`src/rtl/io_edge_monitor.sv`:
```
// ---------------------------------------------------------------------------
// io_edge_monitor
//
// Purpose:
//   Watches one already-synchronised pin sample and measures its activity
//   over a start/stop window. It counts rising and falling edges, records
//   the shortest and longest complete high and low pulses, and counts the
//   cycles spent measuring.
//
// Ports:
//   clk           system clock
//   rst           asynchronous active-high reset
//   in            synchronised pin samples from the I/O stage (COUNT bits)
//   sel           index of the pin to monitor, latched on an accepted start
//   start         single-cycle pulse: clear results and begin measuring
//   stop          single-cycle pulse: end measurement and hold results
//   active        high while arming or running
//   rise_count    rising edges seen
//   fall_count    falling edges seen
//   min_high      shortest complete high pulse (all-ones while no complete pulse is recorded)
//   max_high      longest complete high pulse
//   min_low       shortest complete low pulse (all-ones while no complete pulse is recorded)
//   max_low       longest complete low pulse
//   total_cycles  measuring cycles elapsed
//
// Build option:
//   IO_EDGE_MONITOR_GLITCH_FILTER_EN - when defined, the monitored sample
//   passes through a deglitcher that only follows a new level after it has
//   been held for 3 consecutive cycles.
// ---------------------------------------------------------------------------
module io_edge_monitor #(
    parameter int COUNT     = 1,
    parameter int SEL_BITS  = 8,
    parameter int CNT_WIDTH = 32
) (
    input  logic                 clk,
    input  logic                 rst,
    input  logic [COUNT-1:0]     in,
    input  logic [SEL_BITS-1:0]  sel,
    input  logic                 start,
    input  logic                 stop,
    output logic                 active,
    output logic [CNT_WIDTH-1:0] rise_count,
    output logic [CNT_WIDTH-1:0] fall_count,
    output logic [CNT_WIDTH-1:0] min_high,
    output logic [CNT_WIDTH-1:0] max_high,
    output logic [CNT_WIDTH-1:0] min_low,
    output logic [CNT_WIDTH-1:0] max_low,
    output logic [CNT_WIDTH-1:0] total_cycles
);

    typedef enum logic [1:0] {
        IDLE = 2'd0,
        ARM  = 2'd1,
        RUN  = 2'd2
    } state_t;

    localparam logic [CNT_WIDTH-1:0] ALL_ONES = '1;
    localparam logic [CNT_WIDTH-1:0] ONE      = {{(CNT_WIDTH-1){1'b0}}, 1'b1};

    state_t                state;
    state_t                state_next;
    logic                  start_accept;
    logic [SEL_BITS-1:0]   sel_q;
    logic                  raw_bit;
    logic                  cur;
    logic                  prev;
    logic                  seen_edge;
    logic [CNT_WIDTH-1:0]  run_len;

    function automatic logic [CNT_WIDTH-1:0] sat_inc(input logic [CNT_WIDTH-1:0] x);
        return (x == ALL_ONES) ? x : x + ONE;
    endfunction

    // State register for the IDLE/ARM/RUN controller.
    always_ff @(posedge clk or posedge rst) begin
        if (rst) begin
            state <= IDLE;
        end else begin
            state <= state_next;
        end
    end

    // Next-state logic. A start is only honoured in IDLE or RUN, since ARM
    // always moves on to RUN after its single preload cycle. In RUN, start
    // is checked before stop so a simultaneous pair restarts the window.
    always_comb begin
        state_next   = state;
        start_accept = 1'b0;
        case (state)
            IDLE: begin
                if (start) begin
                    state_next   = ARM;
                    start_accept = 1'b1;
                end
            end
            ARM: begin
                state_next = RUN;
            end
            RUN: begin
                if (start) begin
                    state_next   = ARM;
                    start_accept = 1'b1;
                end else if (stop) begin
                    state_next = IDLE;
                end
            end
            default: begin
                state_next = IDLE;
            end
        endcase
    end

    assign active = (state != IDLE);

    // Pin selection. An index beyond the vector reads as a constant 0, so
    // nothing is ever recorded for an out-of-range selection.
    always_comb begin
        raw_bit = 1'b0;
        for (int i = 0; i < COUNT; i++) begin
            if (sel_q == SEL_BITS'(i)) begin
                raw_bit = in[i];
            end
        end
    end

`ifdef IO_EDGE_MONITOR_GLITCH_FILTER_EN
    logic       filt_q;
    logic [1:0] hold_cnt;

    // Deglitcher. hold_cnt counts consecutive samples that differ from the
    // filtered level; on the third such sample the new level is passed
    // straight through to cur, so a held level arrives two cycles late and
    // pulse widths of 3 or more cycles are preserved.
    assign cur = (hold_cnt == 2'd2 && raw_bit != filt_q) ? raw_bit : filt_q;

    // Filter state: preloaded with the raw sample while arming, then
    // tracks the raw sample only while running.
    always_ff @(posedge clk or posedge rst) begin
        if (rst) begin
            filt_q   <= 1'b0;
            hold_cnt <= 2'd0;
        end else if (state == ARM) begin
            filt_q   <= raw_bit;
            hold_cnt <= 2'd0;
        end else if (state == RUN) begin
            if (raw_bit == filt_q) begin
                hold_cnt <= 2'd0;
            end else if (hold_cnt == 2'd2) begin
                filt_q   <= raw_bit;
                hold_cnt <= 2'd0;
            end else begin
                hold_cnt <= hold_cnt + 2'd1;
            end
        end
    end
`else
    assign cur = raw_bit;
`endif

    // Measurement datapath. An accepted start clears everything and takes
    // priority over the RUN update of that same cycle. ARM seeds the
    // comparison level and the first (partial) run length. In RUN every
    // level change closes the current run; it is only recorded as a pulse
    // once a previous edge has been seen, which drops the partial segment
    // that started before arming.
    always_ff @(posedge clk or posedge rst) begin
        if (rst) begin
            sel_q        <= '0;
            prev         <= 1'b0;
            seen_edge    <= 1'b0;
            run_len      <= '0;
            rise_count   <= '0;
            fall_count   <= '0;
            min_high     <= ALL_ONES;
            max_high     <= '0;
            min_low      <= ALL_ONES;
            max_low      <= '0;
            total_cycles <= '0;
        end else if (start_accept) begin
            sel_q        <= sel;
            seen_edge    <= 1'b0;
            rise_count   <= '0;
            fall_count   <= '0;
            min_high     <= ALL_ONES;
            max_high     <= '0;
            min_low      <= ALL_ONES;
            max_low      <= '0;
            total_cycles <= '0;
        end else if (state == ARM) begin
            prev    <= raw_bit;
            run_len <= ONE;
        end else if (state == RUN) begin
            total_cycles <= sat_inc(total_cycles);
            prev         <= cur;
            if (cur == prev) begin
                run_len <= sat_inc(run_len);
            end else begin
                if (cur) begin
                    rise_count <= sat_inc(rise_count);
                end else begin
                    fall_count <= sat_inc(fall_count);
                end
                if (seen_edge) begin
                    if (prev) begin
                        if (run_len < min_high) min_high <= run_len;
                        if (run_len > max_high) max_high <= run_len;
                    end else begin
                        if (run_len < min_low) min_low <= run_len;
                        if (run_len > max_low) max_low <= run_len;
                    end
                end
                run_len   <= ONE;
                seen_edge <= 1'b1;
            end
        end
    end

endmodule

```
`config.mk`:
```
export PLATFORM = sky130hd
export DESIGN_NAME = io_edge_monitor
export DESIGN_NICKNAME = d
export VERILOG_FILES = /design/src/rtl/io_edge_monitor.sv
export SDC_FILE = /design/constraint.sdc
export NUM_CORES = 1
export LEC_CHECK = 0
export BUFFER_PORTS_ARGS = -buffer_cell sky130_fd_sc_hd__buf_4
export CORE_MARGIN = 8
export CORE_UTILIZATION = 40
export DETAILED_ROUTE_END_ITERATION = 10
export GPL_TIMING_DRIVEN = 0
export SLEW_MARGIN = 5
export SYNTH_ARGS = -nofsm -noshare
export SYNTH_HDL_FRONTEND = slang
export SYNTH_SLANG_ARGS = --single-unit
```
`constraint.sdc`:
```
create_clock -name clk -period 10.6 [get_ports clk]
set_input_delay 3.18 -clock clk [delete_from_list [all_inputs] [get_ports clk]]
set_output_delay 3.18 -clock clk [all_outputs]
set_load 0.02 [all_outputs]
```
==> results.toml, run 1 <==
[global_routing]
grt_pass1_wl_um = 80600
grt_max_degree = 99
antenna_found_initial = 0
track_usage_pct = 21.3
grt_overflow = 0
grt_pass1_vias = 14100

[timing]
grt_setup_unrepaired = "false"
fin_crit_sh_pct = 58.7
fmax_mhz = 161
min_period_ns = 6.22
fin_skew_ns = 0.0215
worst_slew_pin_slew_ns = 1.35
setup_viol = 0
fin_ws_ns = 4.38
relSlewSlack_pct = 8.58
hold_viol = 0
maxSlewViolCount = 0
fin_tns_setup_ns = 0

[synth]
synthTopCellsByArea = "dfrtp_1 (31%), dfstp_2 (10%), ha_1 (10%)"
yosys_warnings = 0
postSynthCellCount = 1780
syn_nets = 1927
synthArstFlopShare_pct = 100
ys.flop_type = "dfrtp_1"
yosysSeqAreaShare_pct = 41.8
synthDistinctLibCells = 64
synth-edff-count = 0
synth_top_area_share_pct = 31.5
syn_area_um2 = 16200
synth_seq_cells = 268
yosys.area.top_type = "dfrtp_1"
avgSynthCellArea_um2 = 9.11

[floorplan]
core-area_um2 = 39900
die_area_um2 = 47200
die-height_um = 217
die_w_um = 217
core.rowCount = 73
start_util_pct = 40.6
io_pins = 238

[power_and_ir_drop]
power_w = 0.00295
powerDensity_nw_per_um2 = 149
peakVddDrop_uv = 119
p_leak_nw = 10.1

[hold_path]
hold_class = "flip-flop to flip-flop"
whs_endpoint = "sel_q[1]"
whs_path_depth = 2
min_from = "sel_q[1]"

[cts]
post_cts_buffers = 0
cts_buffers = 34
clk_pin_slew_ns = 0.06
cts_sinks = 268
cts_resized = 0
cts_tree = "done"
clk_latency_ns = 0.53
ctsHoldBuffers = 0
cts_max_level = 2
clockBufferDepth = 3
cts_root_buf = "clkbuf_16"

[placement]
hpwl_um = 38500
placed_area_um2 = 18700
place_congestion = 0.875
io_buffers = 237
placed_cells = 2544
dp_slack_ns = 3.91

[critical_path]
r2r_cells = 8
end_kind = "flip-flop"
crit_family = "compound AO/OA/AOI/OAI gates"
critPathMaxFanout = 10
max_stage_delay_ns = 1.12
r2r_start = "run_len[14]"
arrival_ns = 6.65
cp.required_ns = 11.03
crit_slowest_cell = "o311ai_0"
crit_chain = "buf_4 > or4b_1 > buf_6 > o311ai_0 > a211oi_1 > o21ai_1 > clkbuf_1 > mux2i_1"
critPathBufInv = 3
rr_endpoint = "max_low[21]"
rrSetupSlack_ns = 6.65
critPathLaunchType = "input port"
setup.worst_path.class = "input port to flip-flop"

[detailed_routing]
vias_per_cell = 5.40
ant_nets = 0
first_pass_iters = 5
drc_errors = 0
drtIter0Drc = 800
vias = 14100
wl_um = 51400
avgRoutedWirePerCell_um = 19.7

[finish]
final_cell_area_um2 = 19800
syn_to_final_growth_pct = 22.0
multi_input_area_um2 = 8520
drive_above_1_share_pct = 18.2
seqCellArea_um2 = 6790
stdcell_count = 2605
nets = 2202
diodes = 0
fillers = 3761

[job]
maxCapViolCount = 0

[outcome]
status = "completed"
-- flip-flops by register name, summed over array words and instances (netlist names) --
| register | count |
|---|---|
| state | 2 |
| min_low | 32 |
| max_high | 32 |
| max_low | 32 |
| sel_q | 8 |
| rise_count | 32 |
| total_cycles | 32 |
| fall_count | 32 |
| prev | 1 |
| run_len | 32 |
| min_high | 32 |
| seen_edge | 1 |
-- final cells by class --
class	instances	share of cell area [%]
timing repair buffer	239	9.27
multi-input combinational	1283	43.1
sequential	268	34.3
buffer	77	1.72
clock inverter	12	0.342
inverter	152	2.92
tap	525	3.32
clock buffer	49	5.05
-- cell usage in the layout (no fill, tap or decap), types with 60 or more instances in the layout --
| cell type | n |
|---|---|
| nand4_1 | 61 |
| inv_1 | 151 |
| clkbuf_1 | 77 |
| nor2_1 | 211 |
| dfstp_2 | 64 |
| a21oi_1 | 75 |
| mux2i_1 | 136 |
| ha_1 | 134 |
| dfrtp_1 | 204 |
| nand2_1 | 208 |
| buf_4 | 237 |
| xnor2_1 | 60 |
| nand3_1 | 66 |
-- kinds of logic after synthesis --
logic type               Yosys count  synth area share, %
buffers and inverters            229                 5.62
XOR/XNOR                          88                 4.75
AO/OA/AOI/OAI                    204                 7.78
adder cells (fa/ha/maj)          134                 10.3
flip-flops                       268                 41.8
AND/OR/NAND/NOR                  721                 21.3
multiplexers                     136                 8.39
-- Yosys cell counts (2+ instances only) --
library cell,n
nor2b_1,4
and3_1,21
or2_2,3
xor2_1,28
or3b_2,2
nor3_1,33
nor3b_1,2
and2_1,11
ha_1,134
or4b_2,2
or4_1,3
o31ai_1,8
or3_1,27
a21boi_0,3
a21oi_1,75
a2111oi_0,9
inv_1,152
nor4_1,25
o2111ai_1,2
nor2_1,211
nand4_1,61
and4_1,15
buf_6,2
nor4b_1,5
o41ai_1,2
dfstp_2,64
o21ai_0,47
o211ai_1,4
o21a_1,3
a211oi_1,18
dfrtp_1,204
a221oi_1,4
o311ai_0,2
mux2i_1,136
a31oi_1,5
buf_2,2
buf_8,3
nand2b_1,10
clkbuf_1,70
nand2_1,208
a21o_1,11
nand3_1,66
xnor2_1,60
nand3b_1,2
or4_2,2
-- where the power goes --
group	internal, W	switching (W)	leakage (nW)
Clock	0.000656	0.000469	0.538
Sequential	0.00106	0.0000714	3.49
Combinational	0.000208	0.000480	6.03
-- worst max path at each step --
stage | start | endpoint | slack, ns | cells past startpoint
CTS | in | max_high[24] | 4.46 | 8
detailed placement | in | max_high[24] | 3.91 | 8
global route | in | max_high[22] | 4.26 | 8
floorplan | rst | fall_count[0] | 0.14 | 1
global placement | rst | max_low[20] | -3.38 | 2
finish | in | max_high[23] | 4.38 | 8
-- per-layer routing --
| layer | track usage [%] | routed length [µm] |
|---|---|---|
| met2 | 34.4 | 23900 |
| met1 | 27.6 | 22500 |
| met3 | 5.12 | 3330 |
| met4 | 7.78 | 1670 |
| met5 | 0 | 0 |
-- metrics by stage --
step           utilization [%]  hold slack, ns
2_1_floorplan                -           0.437
3_3_place_gp              46.7           0.453
3_5_place_dp              46.9           0.454
4_1_cts                   49.6           0.469
5_1_grt                   49.6           0.509
6_report                  49.6           0.469
-- worst register-to-register path: stages (launching register included) --
cell      delay [ns]
dfrtp_1         0.64
ha_1            0.34
nand4_1         0.20
nor3_1          0.16
a21boi_0        0.17
or4_1           0.59
a32oi_1         0.76
clkbuf_1        0.71
mux2i_1         0.27
Note: power is estimated with default switching activity, not from simulation.
==> inputs of run 2 (changes only) <==
==> constraint.sdc (replaced) <==
create_clock -name clk -period 5.35 [get_ports clk]
set_input_delay 1.605 -clock clk [delete_from_list [all_inputs] [get_ports clk]]
set_output_delay 1.605 -clock clk [all_outputs]
set_load 0.02 [all_outputs]
==> run 2 against run 1 <==
Critical path depth unchanged. Sequential power up 97%. Core utilization up 0.14 points. Via count up 0.14%. First-iteration DRC count up 13%. Combinational power up 99%. Die area unchanged. Count of clock-buffer cells in the layout up 10. Setup slack worse by 3.6 ns. Total power up 97%. Sequential share of layout area down 0.095 points.
==> results.toml, run 2 (synthesis gave the netlist of run 1 again) <==
[timing]
fin_tns_setup_ns = 0
min_period_ns = 4.54
hold_viol = 0
maxSlewViolCount = 0
fin_skew_ns = 0.0173
whs_ns = 0.465
setup_viol = 0
worst_slew_pin_slew_ns = 1.30
grt_setup_unrepaired = "false"
fmax_mhz = 220
fin_crit_sh_pct = 84.9
relSlewSlack_pct = 12.6

[critical_path]
critPathBufInv = 3
cp.required_ns = 5.79
r2r_cells = 8
crit_chain = "buf_4 > or4b_1 > buf_6 > o311ai_0 > a211oi_1 > o21ai_1 > clkbuf_1 > mux2i_1"
crit_cells = 8
crit_slowest_cell = "o311ai_0"
arrival_ns = 4.99
rrSetupSlack_ns = 1.43
critPathMaxFanout = 10
end_kind = "flip-flop"
critPathLaunchType = "input port"
setup.worst_path.class = "input port to flip-flop"
max_stage_delay_ns = 1.02
crit_family = "compound AO/OA/AOI/OAI gates"

[cts]
clk_pin_slew_ns = 0.06
cts_root_buf = "clkbuf_16"
cts_resized = 0
clockBufferDepth = 3
ctsHoldBuffers = 0
cts_buffers = 34
post_cts_buffers = 0
cts_tree = "done"
cts_sinks = 268
clk_latency_ns = 0.54
cts_max_level = 2

[placement]
placed_cells = 2549
io_buffers = 237
placed_area_um2 = 18800
place_congestion = 0.864
hpwl_um = 39100

[power_and_ir_drop]
powerDensity_nw_per_um2 = 293
peakVddDrop_uv = 162
p_leak_nw = 10.1

[floorplan]
die_area_um2 = 47200
io_pins = 238
core.rowCount = 73
core-area_um2 = 39900
start_util_pct = 40.6
die-height_um = 217
die_w_um = 217

[global_routing]
grt_max_degree = 40
use_met2_pct = 35.3
antenna_found_initial = 0
grt_pass1_vias = 14400
grtUsageMet3_pct = 5.23
top_usage_layer = "met2"
grt_overflow = 0
use_met1_pct = 27.7
track_usage_pct = 21.6
grt_pass1_wl_um = 81600

[job]
maxCapViolCount = 0

[detailed_routing]
first_pass_iters = 5
vias_per_cell = 5.40
vias = 14100
ant_nets = 0
drc_errors = 0
avgRoutedWirePerCell_um = 19.6
drtIter0Drc = 900
wl_um = 51200

[finish]
drive_above_1_share_pct = 17.9
layout_common_cells = "buf_4 (237), nor2_1 (211), nand2_1 (208), dfrtp_1 (204), inv_1 (151)"
final_cell_area_um2 = 19800
stdcell_count = 2610
nets = 2207
syn_to_final_growth_pct = 22.3
diodes = 0
final_common_cell = "buf_4"

[hold_path]
hold_class = "flip-flop to flip-flop"
whs_path_depth = 2

[outcome]
status = "completed"
run 2: final timing paths:
kind                             start         endpoint
max                                 in     max_high[24]
min                           sel_q[4]         sel_q[4]
max reg2reg                run_len[14]      max_low[17]
min reg2reg                   sel_q[4]         sel_q[4]
max in group asynchronous          rst     min_high[21]
min in group asynchronous          rst  total_cycles[8]
run 2: worst reg2reg max path, stage by stage (launching register included):
cell      delay, ns
dfrtp_1        0.63
ha_1           0.34
nand4_1        0.19
nor3_1         0.16
a21boi_0       0.18
or4_1          0.59
a32oi_1        0.72
clkbuf_1       0.71
mux2i_1        0.30
run 2: layer usage:
metal	part of all wire, %	wire, µm	vias to the layer above
met1	44	22500	6914
li1	-	-	6742
met4	2.9	1500	0
met3	6.4	3260	78
met2	47	23900	349
met5	0	0	-
run 2: power by group:
group,internal (W),switching (W),total (W)
registers,0.00211,0.000141,0.00225
clock network,0.00130,0.000897,0.00219
logic,0.000417,0.000950,0.00137
total,0.00382,0.00199,0.00581
run 2: layout make-up:
class,instances,area [µm²]
fill,3774,20100
inverter,152,574
sequential,268,6790
clock buffer,59,1030
multi-input combinational,1283,8520
tap,525,657
buffer,77,340
timing repair buffer,244,1920
clock inverter,2,13.8
run 2: through the flow:
| step | util [%] | worst slack, ns | power (W) |
|---|---|---|---|
| 2_1_floorplan | - | 0.258 | 0.00313 |
| 3_5_place_dp | 47.1 | 0.196 | 0.00366 |
| 5_1_grt | 49.7 | 0.666 | 0.00614 |
| 6_report | 49.7 | 0.805 | 0.00581 |
| 4_1_cts | 49.7 | 0.772 | 0.00589 |
| 3_3_place_gp | 46.7 | -1.57 | 0.00362 |
==> inputs of run 3 (changes only) <==
==> constraint.sdc (replaced) <==
create_clock -name clk -period 4.3 [get_ports clk]
set_input_delay 1.29 -clock clk [delete_from_list [all_inputs] [get_ports clk]]
set_output_delay 1.29 -clock clk [all_outputs]
set_load 0.02 [all_outputs]
==> run 3 against run 2 <==
Register-to-register slack worse by 1.0 ns. Largest cell class unchanged. Sequential power increased by 24%. Flip-flop and latch count is the same. Die area unchanged. Clock power increased by 25%. Count of clock-buffer cells in the layout stayed put.
==> results.toml, run 3 (synthesis gave the netlist of run 1 again) <==
[detailed_routing]
first_pass_iters = 5
ant_nets = 0
vias_per_cell = 5.39
drc_errors = 0
vias = 14100
wl_um = 51100
avgRoutedWirePerCell_um = 19.6
drtIter0Drc = 897

[placement]
place_congestion = 0.864
dp_slack_ns = -0.539
io_buffers = 237
hpwl_um = 39100
placed_area_um2 = 18800

[floorplan]
core-area_um2 = 39900
start_util_pct = 40.6
die_w_um = 217
die-height_um = 217
io_pins = 238
core.rowCount = 73
die_area_um2 = 47200

[timing]
relSlewSlack_pct = 14.5
grt_setup_unrepaired = "false"
fin_crit_sh_pct = 90.9
fin_ws_ns = 0.391
fin_skew_ns = 0.0170
worst_slew_pin_slew_ns = 1.27
fmax_mhz = 256
maxSlewViolCount = 0
hold_viol = 0
min_period_ns = 3.91
setup_viol = 0

[finish]
final_cell_area_um2 = 19800
diodes = 0
fin_util_pct = 49.7
fillers = 3774
multi_input_area_um2 = 8520
seqCellArea_um2 = 6790
layout_common_cells = "buf_4 (237), nor2_1 (211), nand2_1 (208), dfrtp_1 (204), inv_1 (151)"
nets = 2207
drive_above_1_share_pct = 17.9
final_common_cell = "buf_4"
syn_to_final_growth_pct = 22.3

[critical_path]
cp.required_ns = 4.74
critPathLaunchType = "flip-flop"
end_kind = "flip-flop"
crit_chain = "ha_1 > nand4_1 > nor3_1 > a21boi_0 > or4_1 > a32oi_1 > clkbuf_1 > mux2i_1"
setup.worst_path.class = "flip-flop to flip-flop"
arrival_ns = 4.35
max_stage_delay_ns = 0.72
critPathMaxFanout = 12
crit_slowest_cell = "a32oi_1"

[cts]
cts_sinks = 268
cts_buffers = 34
clk_latency_ns = 0.54
cts_max_level = 2
clockBufferDepth = 3
clk_pin_slew_ns = 0.06
ctsHoldBuffers = 0
cts_resized = 0
cts_root_buf = "clkbuf_16"
post_cts_buffers = 0
cts_tree = "done"

[global_routing]
antenna_found_initial = 0
grt_pass1_wl_um = 81600
grt_pass1_vias = 14400
track_usage_pct = 21.6
grt_overflow = 0
grt_max_degree = 40

[outcome]
status = "completed"

[power_and_ir_drop]
p_leak_nw = 10.1
powerDensity_nw_per_um2 = 364
peakVddDrop_uv = 202

[hold_path]
hold_class = "flip-flop to flip-flop"

[job]
maxCapViolCount = 0
-- run 3: cell types whose count changed in the layout (fill, tap and decap cells not counted) --
cell      before  now
o311ai_0       2    1
o311ai_1       0    1
-- run 3: worst max-delay path, delay by kind of cell, from the launching register on --
kind                     cells  cell delay, ns
AND/OR/NAND/NOR              3            0.94
AO/OA/AOI/OAI                2            0.90
buffers and inverters        1            0.71
flip-flops                   1            0.63
adder cells (fa/ha/maj)      1            0.33
multiplexers                 1            0.29
-- run 3: routing by layer --
layer | wire, µm | GRT usage, % | vias to the layer above
met4 | 1500 | 7.66 | 0
met5 | 0 | 0 | -
met2 | 23900 | 35.3 | 341
met1 | 22500 | 27.7 | 6904
li1 | - | - | 6745
met3 | 3260 | 5.23 | 78
-- run 3: final timing paths --
path	startpoint	end	slack, ns	cells after the start
max	run_len[14]	max_low[17]	0.39	8
min	sel_q[4]	sel_q[4]	0.46	2
max reg2reg	run_len[14]	max_low[17]	0.39	8
min reg2reg	sel_q[4]	sel_q[4]	0.46	2
max in group asynchronous	rst	min_high[21]	2.13	5
min in group asynchronous	rst	total_cycles[8]	0.93	2
-- run 3: per-stage QoR --
stage / total power (W) / TNS (ns) / hold WS [ns] / instances
floorplan: 0.00390 / -97.35 / 0.437 / 1780
global placement: 0.00450 / -539.16 / 0.455 / 2542
detailed placement: 0.00456 / -17.88 / 0.459 / 2549
CTS: 0.00733 / 0 / 0.472 / 2610
global route: 0.00765 / 0 / 0.504 / 2610
finish: 0.00723 / 0 / 0.465 / 2610
-- run 3: final cells by class --
class                           count  area share, %
Buffer                             77           1.72
Sequential cell                   268           34.2
Clock buffer                       59           5.17
Tap cell                          525           3.31
Multi-Input combinational cell   1283           43.0
Timing Repair Buffer              244           9.67
Inverter                          152           2.89
Clock inverter                      2         0.0694
-- run 3: where the power goes --
part	total [W]	internal, W	leakage (nW)	switching [W]
logic	0.00170	0.000519	6.06	0.00118
clock network	0.00273	0.00161	0.504	0.00112
registers	0.00280	0.00263	3.49	0.000174
